[src/rtl/icache_pkg.sv]
// Shared types and AXI constants for the direct-mapped instruction cache.
package icache_pkg;

    typedef enum logic [2:0] {
        IDLE,
        LOOKUP,
        AR,
        R,
        RESP
    } state_e;

    localparam logic [1:0] AXI_BURST_INCR = 2'b01;
    localparam logic [2:0] AXI_SIZE_4B    = 3'b010;
    localparam logic [1:0] AXI_RESP_OKAY  = 2'b00;
    localparam logic [7:0] ICACHE_ARLEN   = 8'd3;

    // Memory beats arrive byte-reversed relative to the little-endian fetch word.
    function automatic logic [31:0] bswap32(input logic [31:0] x);
        return {x[7:0], x[15:8], x[23:16], x[31:24]};
    endfunction

endpackage

[src/rtl/icache_array.sv]
// Tag/valid/data storage: async read, per-word data write, per-line tag/valid write,
// single-cycle flash-clear of all valid bits.
module icache_array #(
    parameter int NSETS = 16,
    parameter int IW    = 4,
    parameter int TW    = 24
) (
    input  logic          clk_i,
    input  logic          rst_i,
    input  logic [IW-1:0] index_i,
    input  logic [1:0]    word_i,
    output logic [TW-1:0] tag_o,
    output logic          valid_o,
    output logic [31:0]   word_o,
    input  logic          word_we_i,
    input  logic [1:0]    wr_word_i,
    input  logic [31:0]   wr_data_i,
    input  logic          line_we_i,
    input  logic [TW-1:0] line_tag_i,
    input  logic          line_valid_i,
    input  logic          clear_i
);
    logic [31:0]      data_q [NSETS][4];
    logic [TW-1:0]    tag_q  [NSETS];
    logic [NSETS-1:0] valid_q;

    assign tag_o   = tag_q[index_i];
    assign valid_o = valid_q[index_i];
    assign word_o  = data_q[index_i][word_i];

    // Data and tags are deliberately left unreset; valid bits guard them.
    always_ff @(posedge clk_i) begin
        if (word_we_i) begin
            data_q[index_i][wr_word_i] <= wr_data_i;
        end
        if (line_we_i) begin
            tag_q[index_i] <= line_tag_i;
        end
    end

    always_ff @(posedge clk_i or posedge rst_i) begin
        if (rst_i) begin
            valid_q <= '0;
        end else if (clear_i) begin
            valid_q <= '0;
        end else if (line_we_i) begin
            valid_q[index_i] <= line_valid_i;
        end
    end

endmodule

[src/rtl/icache.sv]
// Direct-mapped read-only instruction cache; misses refill a 16-byte line with one
// 4-beat AXI4 INCR burst.
//   state  | meaning
//   IDLE   | ready for a fetch request
//   LOOKUP | tag compare on the latched address
//   AR     | read address presented, waiting for arready
//   R      | accepting refill beats
//   RESP   | response held until the IFU takes it
module icache
    import icache_pkg::*;
#(
    parameter int NSETS      = 16,
    parameter int LINE_WORDS = 4
) (
    input  logic        clk,
    input  logic        reset,
    input  logic        ifu_req_valid,
    output logic        ifu_req_ready,
    input  logic [31:0] ifu_req_addr,
    output logic        ifu_resp_valid,
    input  logic        ifu_resp_ready,
    output logic [31:0] ifu_resp_inst,
    output logic        ifu_resp_err,
    input  logic        flush,
    output logic        io_master_arvalid,
    input  logic        io_master_arready,
    output logic [31:0] io_master_araddr,
    output logic [3:0]  io_master_arid,
    output logic [7:0]  io_master_arlen,
    output logic [2:0]  io_master_arsize,
    output logic [1:0]  io_master_arburst,
    input  logic        io_master_rvalid,
    output logic        io_master_rready,
    input  logic [31:0] io_master_rdata,
    input  logic [1:0]  io_master_rresp,
    input  logic        io_master_rlast,
    input  logic [3:0]  io_master_rid,
    output logic [31:0] perf_hit,
    output logic [31:0] perf_miss
);
    localparam int IW = $clog2(NSETS);
    localparam int TW = 32 - 4 - IW;

    generate
        if (LINE_WORDS != 4) begin : g_bad_line_words
            $error("icache: LINE_WORDS must be 4");
        end
        if (NSETS < 2 || (NSETS & (NSETS - 1)) != 0) begin : g_bad_nsets
            $error("icache: NSETS must be a power of two, at least 2");
        end
    endgenerate

    state_e      state_q;
    logic [31:2] addr_q;
    logic [1:0]  beat_q;
    logic        err_q;
    logic        flush_pending_q;
    logic        arvalid_q;
    logic        resp_valid_q;
    logic [31:0] resp_inst_q;
    logic        resp_err_q;
    logic [31:0] perf_hit_q;
    logic [31:0] perf_miss_q;

    logic [IW-1:0] index;
    logic [1:0]    offset;
    logic [TW-1:0] tag;
    logic [TW-1:0] arr_tag;
    logic          arr_valid;
    logic [31:0]   arr_word;
    logic          hit;
    logic          beat_accept;
    logic          last_beat;
    logic          beat_err;
    logic          clear_valid;
    logic          unused_ok;

    assign index  = addr_q[4 +: IW];
    assign offset = addr_q[3:2];
    assign tag    = addr_q[31 -: TW];
    assign hit    = arr_valid && (arr_tag == tag);

    assign beat_accept = (state_q == R) && io_master_rvalid;
    assign last_beat   = io_master_rlast || (beat_q == 2'd3);
    assign beat_err    = err_q || (io_master_rresp != AXI_RESP_OKAY)
                       || (io_master_rlast != (beat_q == 2'd3));

    // Deferred flush lands on the RESP->IDLE edge, when no line write is in progress.
    assign clear_valid = (flush && (state_q == IDLE || state_q == LOOKUP))
                       || (state_q == RESP && ifu_resp_ready && (flush_pending_q || flush));

    icache_array #(
        .NSETS(NSETS),
        .IW   (IW),
        .TW   (TW)
    ) u_array (
        .clk_i       (clk),
        .rst_i       (reset),
        .index_i     (index),
        .word_i      (offset),
        .tag_o       (arr_tag),
        .valid_o     (arr_valid),
        .word_o      (arr_word),
        .word_we_i   (beat_accept),
        .wr_word_i   (beat_q),
        .wr_data_i   (bswap32(io_master_rdata)),
        .line_we_i   (beat_accept && last_beat),
        .line_tag_i  (tag),
        .line_valid_i(!beat_err && !flush_pending_q && !flush),
        .clear_i     (clear_valid)
    );

    always_ff @(posedge clk or posedge reset) begin
        if (reset) begin
            state_q         <= IDLE;
            addr_q          <= '0;
            beat_q          <= '0;
            err_q           <= 1'b0;
            flush_pending_q <= 1'b0;
            arvalid_q       <= 1'b0;
            resp_valid_q    <= 1'b0;
            resp_inst_q     <= '0;
            resp_err_q      <= 1'b0;
            perf_hit_q      <= '0;
            perf_miss_q     <= '0;
        end else begin
            unique case (state_q)
                IDLE: begin
                    if (ifu_req_valid) begin
                        addr_q  <= ifu_req_addr[31:2];
                        state_q <= LOOKUP;
                    end
                end
                LOOKUP: begin
                    if (hit) begin
                        resp_inst_q  <= arr_word;
                        resp_err_q   <= 1'b0;
                        resp_valid_q <= 1'b1;
                        perf_hit_q   <= perf_hit_q + 32'd1;
                        state_q      <= RESP;
                    end else begin
                        perf_miss_q <= perf_miss_q + 32'd1;
                        beat_q      <= '0;
                        err_q       <= 1'b0;
                        arvalid_q   <= 1'b1;
                        state_q     <= AR;
                    end
                end
                AR: begin
                    if (flush) flush_pending_q <= 1'b1;
                    if (io_master_arready) begin
                        arvalid_q <= 1'b0;
                        state_q   <= R;
                    end
                end
                R: begin
                    if (flush) flush_pending_q <= 1'b1;
                    if (io_master_rvalid) begin
                        beat_q <= beat_q + 2'd1;
                        err_q  <= beat_err;
                        if (beat_q == offset) resp_inst_q <= bswap32(io_master_rdata);
                        if (last_beat) begin
                            resp_valid_q <= 1'b1;
                            resp_err_q   <= beat_err;
                            if (beat_err) resp_inst_q <= '0;
                            state_q <= RESP;
                        end
                    end
                end
                RESP: begin
                    if (ifu_resp_ready) begin
                        resp_valid_q    <= 1'b0;
                        flush_pending_q <= 1'b0;
                        state_q         <= IDLE;
                    end else if (flush) begin
                        flush_pending_q <= 1'b1;
                    end
                end
                default: state_q <= IDLE;
            endcase
        end
    end

    assign ifu_req_ready     = (state_q == IDLE);
    assign io_master_rready  = (state_q == R);
    assign ifu_resp_valid    = resp_valid_q;
    assign ifu_resp_inst     = resp_inst_q;
    assign ifu_resp_err      = resp_err_q;
    assign io_master_arvalid = arvalid_q;
    assign io_master_araddr  = {addr_q[31:4], 4'b0000};
    assign io_master_arid    = 4'd0;
    assign io_master_arlen   = ICACHE_ARLEN;
    assign io_master_arsize  = AXI_SIZE_4B;
    assign io_master_arburst = AXI_BURST_INCR;
    assign perf_hit          = perf_hit_q;
    assign perf_miss         = perf_miss_q;

    assign unused_ok = ^{ifu_req_addr[1:0], io_master_rid};

endmodule
[config.mk]
export PLATFORM = sky130hd
export DESIGN_NAME = icache
export DESIGN_NICKNAME = d
export VERILOG_FILES = /design/src/rtl/icache_pkg.sv /design/src/rtl/icache_array.sv /design/src/rtl/icache.sv
export SDC_FILE = /design/constraint.sdc
export NUM_CORES = 2
export LEC_CHECK = 0
export ABC_AREA = 1
export CORE_UTILIZATION = 30
export DETAILED_ROUTE_END_ITERATION = 8
export HOLD_SLACK_MARGIN = 0.03
export PLACE_DENSITY_LB_ADDON = 0.12
export SETUP_SLACK_MARGIN = 0.2
export SYNTH_ARGS = -nofsm -noshare
export SYNTH_HDL_FRONTEND = slang
export SYNTH_SLANG_ARGS = --single-unit
[constraint.sdc]
create_clock -name clk -period 4.4 [get_ports clk]
set_clock_uncertainty 0.1 [all_clocks]
set_input_delay 0.44 -clock clk [delete_from_list [all_inputs] [get_ports clk]]
set_output_delay 0.44 -clock clk [all_outputs]
set_load 0.005 [all_outputs]
==> results.json <==
{
  "worstSetupEndpointType": "register",
  "synth_cell_types": 38,
  "cts_buffers": 291,
  "yosys.area.top_type_share_pct": 72.7,
  "synth.avg_cell_area_um2": 13.8,
  "yosysTopAreaCell": "edfxtp_1",
  "dp_hpwl_um": 193000,
  "grt_pass1_vias": 62500,
  "rrSetupSlack_ns": 0.72,
  "postRouteWirelength_um": 351000,
  "hold_violations": 0,
  "rows": 212,
  "h-tree-depth": 5,
  "rr_startpoint": "addr_q[4]",
  "outcome": "finished clean",
  "fmax_mhz": 271,
  "ys_warn_count": 0,
  "core_um2": 333000,
  "rsz0062_at_grt": "false",
  "layout-drive-gt1-share_pct": 11.5,
  "start_kind": "register",
  "drtIter0Drc": 5874,
  "ant_nets": 0,
  "grt_max_degree": 105,
  "r2r-end": "perf_hit[30]",
  "holdPathStages": 1,
  "path_max_fanout": 46,
  "top_level_ports": 228,
  "num_vias": 63600,
  "clkLatencyLatePin_ns": 0.85,
  "power_density_nw_per_um2": 623,
  "dieHeight_um": 581,
  "crit_type": "register to register",
  "p_leak_uw": 0.0401,
  "ff_latch_area_um2": 76800,
  "die-area_um2": 337000,
  "grt_overflow": 0,
  "start_util_pct": 30.1,
  "cts.path.max_buffers": 4,
  "grt.total_usage_pct": 20.3,
  "cts_tree": "built",
  "io_buffers": 200,
  "arrival_ns": 4.30,
  "finish.utilization_pct": 36.0,
  "synth_seq_cells": 2584,
  "max_slew_margin_pct": 16.4,
  "hold_path_class": "input pin to register",
  "cts.clk_slew.worst_paths_ns": 0.06,
  "place_congestion": 0.834,
  "final_common_cell": "edfxtp_1",
  "ff2ff_path_depth": 18,
  "maxCapViolations": 0,
  "syn_inst": 7283,
  "via_per_inst": 5.17,
  "antenna_found_initial": 15,
  "setup_violations": 0,
  "period_share_pct": 83.7,
  "fill_cells": 31900,
  "drt-wirelength-per-cell_um": 28.6,
  "cts.sink_count": 2584,
  "first_pass_iters": 7,
  "period_minus_slack_ns": 3.68,
  "min_to": "u_array.data_q[12][64]",
  "multi_input_area_um2": 21600,
  "worst_pin_slew_ns": 1.25,
  "syn-cell-area_um2": 100000,
  "drv_slew": 0,
  "hp-start": "io_master_rdata[24]",
  "drc": 0,
  "area_growth_pct": 19.3,
  "grt_pass1_wl_um": 491000,
  "finalNetCount": 7775,
  "die-width_um": 581,
  "setup_tns_ns": 0,
  "synthTopCellsByArea": "edfxtp_1 (73%), nand2_1 (6.8%), a22oi_1 (5.4%)",
  "ys_seq_area_share_pct": 76.5,
  "vdd_drop_max_v": 0.000432,
  "cp.required_ns": 5.01,
  "cts-root-buf": "clkbuf_16",
  "layout_common_cells": "edfxtp_1 (2432), nand2_1 (1802), a22oi_1 (723)"
}
==> metrics by stage <==
stage | hold slack [ns] | worst slack, ns | area, µm² | total power, µW | std cells
floorplan | 0.355 | 0.695 | 101000 | 40900 | 7302
global placement | 0.363 | 0.703 | 111000 | 52300 | 11800
detailed placement | 0.362 | 0.729 | 111000 | 52400 | 11800
CTS | 0.0359 | 0.725 | 120000 | 75500 | 12300
global route | 0.0735 | 0.442 | 120000 | 78000 | 12300
finish | 0.0851 | 0.716 | 120000 | 74600 | 12300
==> layout make-up <==
class,instances,area share (%)
flip-flops and latches,2584,64.1
multi-input cells,4079,18.0
clock buffers,390,6.68
repair buffers,565,5.30
well taps,4387,4.58
clock inverters,111,0.689
inverters,169,0.550
diodes,10,0.0209
==> per-layer routing <==
metal  wire [µm]  global-route usage (%)  vias up
met4        8990                    5.31        4
met1      153000                    27.6    33200
met3       18100                    2.58      419
li1            -                       -    28100
met2      171000                    34.3     1883
met5          23                       0        -
==> flip-flops by register name, indices dropped and copies added (netlist names) <==
name,flops
u_array.data_q,2048
u_array.tag_q,384
ifu_resp_inst,32
perf_hit,32
perf_miss,32
addr_q,30
u_array.valid_q,16
state_q,3
beat_q,2
err_q,1
flush_pending_q,1
ifu_resp_err,1
ifu_resp_valid,1
io_master_arvalid,1
==> Yosys cell counts <==
cell         n
a21oi_1    380
a221oi_1   108
a22oi_1    723
a31oi_1     84
and2_1       1
buf_1       69
buf_2       57
buf_4       58
buf_6        6
clkbuf_1   280
clkinv_1     4
conb_1       2
dfrtp_1    152
edfxtp_1  2432
ha_1         7
inv_1      160
inv_2        5
mux2_2      11
nand2_1   1808
nand2_2      4
nand3_1    170
nand3_2      2
nand3b_1     1
nand4_1     61
nor2_1     241
nor2_2       5
nor3_1     157
nor3_2       1
nor3b_1      3
nor4_1      13
o211ai_1   140
o21ai_0     64
o21ai_1     10
o21bai_1     8
o311ai_0     1
or2_2       18
xnor2_1     10
xor2_1      27
==> worst max-delay path by stage <==
stage	endpoint	slack, ns	startpoint
2_1_floorplan	u_array.data_q[5][64]	0.70	addr_q[4]
3_3_place_gp	ifu_resp_err	0.70	addr_q[4]
3_5_place_dp	perf_hit[30]	0.73	addr_q[4]
4_1_cts	ifu_resp_inst[11]	0.73	addr_q[7]
5_1_grt	perf_hit[24]	0.44	addr_q[4]
6_report	perf_hit[30]	0.72	addr_q[4]
==> logic make-up after synthesis <==
group                    synth area share, %
flip-flops                              76.5
AND/OR/NAND/NOR                         9.98
AO/OA/AOI/OAI                           10.2
buffers and inverters                   2.72
XOR/XNOR                               0.323
multiplexers                           0.123
adder cells (fa/ha/maj)               0.0872
other                                0.00748
==> critical path, stage by stage, from the launching register on <==
cell,delay [ns]
dfrtp_4,0.59
inv_4,0.20
buf_12,0.23
nand2_1,0.08
nand2_1,0.05
nand2_1,0.06
nand2_1,0.06
nand2_1,0.06
nand2_1,0.12
o21ai_0,0.63
nand2_1,0.14
a21oi_1,0.15
nand2_1,0.09
nor2_1,0.10
nand2_1,0.15
nor2_2,0.27
nand3_2,0.24
nand2_1,0.14
nand2_1,0.06
==> where the power goes <==
| group | switching, µW | total, µW | internal (µW) |
|---|---|---|---|
| clock network | 9760 | 23100 | 13300 |
| logic | 15800 | 22700 | 6910 |
| registers | 945 | 28800 | 27900 |
| total | 26500 | 74600 | 48100 |
==> repair_timing <==
item                      CTS  global route
resized for setup           0             0
hold buffers                8             0
hold endpoints to repair  197             0
setup buffers               0             0
(Power assumes the default switching activity.)
